File: src/rtl/roundpermutation_inv_seq.sv
// Multi-step Piccolo round permutation: applies RP^-1 (or RP when ROUNDPERM_FWD_EN
// is defined and mode_fwd=1 at accept) once per clock for `count` cycles.
module roundpermutation_inv_seq #(
  parameter int CNT_W = 4
) (
  input  logic             CLK,
  input  logic             RST,
  input  logic             in_valid,
  output logic             in_ready,
  input  logic [63:0]      A,
  input  logic [CNT_W-1:0] count,
  input  logic             mode_fwd,
  output logic             out_valid,
  input  logic             out_ready,
  output logic [63:0]      Q,
  output logic             busy
);

`ifdef ROUNDPERM_FWD_EN
  localparam logic FWD_EN = 1'b1;
`else
  localparam logic FWD_EN = 1'b0;
`endif

  typedef enum logic [1:0] {IDLE, RUN, DONE} st_t;

  st_t              st;
  logic [63:0]      state_q;
  logic [CNT_W-1:0] cnt;
  logic             dir;
  logic [63:0]      step;

  // Byte x0 sits in [63:56]; each function lists the output bytes in order.
  function automatic logic [63:0] rp_inv(input logic [63:0] s);
    return {s[15:8], s[39:32], s[63:56], s[23:16],
            s[47:40], s[7:0], s[31:24], s[55:48]};
  endfunction

  function automatic logic [63:0] rp_fwd(input logic [63:0] s);
    return {s[47:40], s[7:0], s[31:24], s[55:48],
            s[15:8], s[39:32], s[63:56], s[23:16]};
  endfunction

  // dir is constant 0 when the forward option is compiled out, so the forward
  // path folds away and only RP^-1 remains.
  assign step = dir ? rp_fwd(state_q) : rp_inv(state_q);
  assign Q    = state_q;

  always_ff @(posedge CLK or posedge RST) begin
    if (RST) begin
      st        <= IDLE;
      state_q   <= '0;
      cnt       <= '0;
      dir       <= 1'b0;
      in_ready  <= 1'b1;
      out_valid <= 1'b0;
      busy      <= 1'b0;
    end else begin
      case (st)
        IDLE: if (in_valid) begin
          state_q  <= A;
          cnt      <= count;
          dir      <= mode_fwd & FWD_EN;
          in_ready <= 1'b0;
          if (count != '0) begin
            st   <= RUN;
            busy <= 1'b1;
          end else begin
            st        <= DONE;
            out_valid <= 1'b1;
          end
        end
        RUN: begin
          state_q <= step;
          cnt     <= cnt - 1'b1;
          if (cnt == CNT_W'(1)) begin
            st        <= DONE;
            busy      <= 1'b0;
            out_valid <= 1'b1;
          end
        end
        DONE: if (out_ready) begin
          st        <= IDLE;
          out_valid <= 1'b0;
          in_ready  <= 1'b1;
        end
        default: begin
          st        <= IDLE;
          busy      <= 1'b0;
          out_valid <= 1'b0;
          in_ready  <= 1'b1;
        end
      endcase
    end
  end

endmodule

File: config.mk
export PLATFORM = sky130hd
export DESIGN_NAME = roundpermutation_inv_seq
export DESIGN_NICKNAME = d
export VERILOG_FILES = /design/src/rtl/roundpermutation_inv_seq.sv
export SDC_FILE = /design/constraint.sdc
export NUM_CORES = 1
export LEC_CHECK = 0
export BUFFER_PORTS_ARGS = -buffer_cell sky130_fd_sc_hd__buf_2
export CAP_MARGIN = 0
export CORE_MARGIN = 2
export CORE_UTILIZATION = 30
export CTS_CLUSTER_DIAMETER = 100
export DETAILED_ROUTE_END_ITERATION = 7
export PLACE_DENSITY = 0.63
export SYNTH_ARGS = -nofsm -noshare
export SYNTH_HDL_FRONTEND = slang
export SYNTH_SLANG_ARGS = --single-unit
File: constraint.sdc
create_clock -name CLK -period 2.45 [get_ports CLK]
set_clock_uncertainty 0.2 [all_clocks]
set_input_delay 0 -clock CLK [delete_from_list [all_inputs] [get_ports CLK]]
set_output_delay 0 -clock CLK [all_outputs]
set_load 0.01 [all_outputs]
==> results_dict.tcl <==
set metrics [dict create \
    outcome "completed" \
    end_kind "flop" \
    synth_cell_types 31 \
    stdcell_count 691 \
    critPathSlowestCell "dfrtp_1" \
    track_usage_pct 15.5 \
    htreeDepth 3 \
    firstDrtPassIters 4 \
    slew_viol_final 0 \
    switching_share_pct 40.1 \
    syn2layout_area_growth_pct 51.4 \
    antenna_found_initial 0 \
    p_leak_nw 2.65 \
    final_cell_area_um2 5310 \
    netlist_instances 338 \
    clk_latency_ns 0.33 \
    fill_cells 1042 \
    worst_pin_slew_ns 0.617 \
    post-route-util_pct 46.5 \
    startpoint_type "flop" \
    layout_common_cells "buf_2 (138), dlygate4sd3_1 (73), dfrtp_1 (72)" \
    crit_required_ns 2.50 \
    cts.sinks 73 \
    drt_wl_total_um 9460 \
    cts.path.max_buffers 2 \
    postCtsSetupBuffers 0 \
    cp_num_buf_inv 2 \
    vias 3208 \
    cpPeakStageDelay_ns 0.65 \
    p_comb_share_pct 45.5 \
    path_delay_family "buffers and inverters" \
    fp.dieW_um 112 \
    grt_pass1_wl_um 15700 \
    layout_setup_ws_ns 0.175 \
    seq_area_frac_synth_pct 52.2 \
    grt_pass1_vias 3290 \
    finalCritPeriodShare_pct 92.8 \
    fin_crit_ns 2.27 \
    min-delay-path-class "input pin to async pin" \
    synthesis.nets 413 \
    whs_ns 0.0925 \
    cts_root_buffer "clkbuf_16" \
    wl_met2_um 4570 \
    top_layer "met4" \
    hold_buffers 73 \
    dp_hpwl_um 6250 \
    path_cells "o21bai_4 -> buf_4 -> a32oi_1 -> dlygate4sd3_1 -> o21ai_0" \
    drc 0 \
    drv_cap 0 \
    finalSetupViolations 0 \
    ys_ff_latch 73 \
    grt_setup_unrepaired "no" \
    die_y_um 112 \
    wire_per_inst_um 13.7 \
    path_clk_slew_ns 0.05 \
    dieArea_um2 12600 \
    drt_iter0_drc 177 \
    syn_area_um2 3500 \
    slew_headroom_pct 58.8 \
    cts-buffers-inserted 9 \
    crit_type "flop to flop" \
    cts_resized 0 \
    gp_congestion 0.798 \
    dpl_cell_area_um2 4300 \
    start_util_pct 30.7 \
    grt-ovfl-total 0 \
    drtAntennaViolNets 0 \
    drive_above_1_share_pct 29.9 \
    dp_slack_ns 0.503 \
    grt_max_degree 89 \
    port_buffers 138 \
    p_total_mw 6.53 \
    row_count 39 \
    nNetsFinal 618 \
    dp_cells 602 \
    seqPwrFrac_pct 35.9 \
    antenna_cells 0 \
    final_common_cell "buf_2" \
    path_max_fanout 43 \
    power.internal_mw 3.91 \
    synth.avg_cell_area_um2 10.4 \
    core-area_um2 11400 \
    finalHoldViolCount 0 \
    avgViaCountPerCell 4.64 \
    p_switching_mw 2.62 \
    met1_length_um 4220 \
    io_pins 140 \
    cts_tree "built" \
    ir_drop_mv 0.712 \
    tns_ns 0 \
    clock_power_share_pct 18.6 \
    cp.arrival_ns 2.32 \
    met3_length_um 480 \
    power.density_nw_per_um2 1230 \
    synth_warnings 0 \
    fmax_ghz 0.440 \
]
cell families after synthesis:
family / count (synthesis) / synth area share (%)
AOI/OAI and AO/OA: 86 / 13.2
muxes: 65 / 18.6
adders and majority gates: 2 / 0.714
buffers and inverters: 31 / 5.68
and+or+nand+nor: 81 / 9.64
DFF: 73 / 52.2
tightest hold or removal path, cell delays in order:
cell and delay (ns):
dlygate4sd3_1 0.54, buf_2 0.13, clkinv_2 0.41
path summary, 6_finish.rpt:
| check | startpoint | end | slack, ns | depth (start not counted) |
|---|---|---|---|---|
| min in group CLK | A[28] | Q[28] | 0.29 | 4 |
| max in group asynchronous | RST | Q[1] | 1.33 | 4 |
| worst min-delay path | RST | Q[60] | 0.09 | 3 |
| worst max register to register | st[1] | cnt[2] | 0.18 | 5 |
| worst max-delay path | st[1] | cnt[2] | 0.18 | 5 |
| worst min register to register | Q[12] | Q[12] | 0.30 | 2 |
registers in the layout, summed over array words and instances (netlist names):
register   cells
st             2
busy           1
out_valid      1
Q             64
in_ready       1
cnt            4
synth_stat cells, drive strengths merged:
cell type / instances / area share (%)
dfrtp: 72 / 51
o21ai: 70 / 10
mux2i: 65 / 19
nand2: 65 / 7.0
buf: 17 / 4.1
clkbuf: 7 / 0.82
inv: 7 / 0.75
a21oi: 5 / 0.71
nand2b: 3 / 0.54
nor2: 3 / 0.32
nor3b: 3 / 0.64
a211oi: 2 / 0.43
ha: 2 / 0.71
nor2b: 2 / 0.36
nor3: 2 / 0.29
o21bai: 2 / 0.43
o2bb2ai: 2 / 0.50
a32oi: 1 / 0.25
and2: 1 / 0.18
and3: 1 / 0.18
dfstp: 1 / 0.75
nor4: 1 / 0.18
o21a: 1 / 0.21
o31a: 1 / 0.25
o31ai: 1 / 0.21
o32ai: 1 / 0.25
power by group through the flow:
| stage | logic, mW | registers, mW | clock network [mW] |
|---|---|---|---|
| 2_1_floorplan | 1.79 | 2.49 | 0 |
| 6_report | 2.97 | 2.34 | 1.21 |
| 3_3_place_gp | 2.81 | 2.33 | 0 |
| 3_5_place_dp | 2.89 | 2.37 | 0 |
| 5_1_grt | 3.30 | 2.44 | 1.31 |
| 4_1_cts | 3.00 | 2.36 | 1.26 |
cell type report:
class,instances,area [um^2],share of cell area [%]
Sequential cell,73,1830,34.4
Inverter,7,27.5,0.519
Timing Repair Buffer,218,1500,28.2
Multi-Input combinational cell,234,1500,28.2
Clock buffer,13,260,4.90
Clock inverter,3,15.0,0.283
Tap cell,143,179,3.37
metal layers:
layer,vias up,GRT usage (%)
li1,1584,-
met1,1503,19.6
met2,107,26.0
met3,14,2.70
met4,0,6.91
met5,-,0
Power figures use the tool's default switching activity.
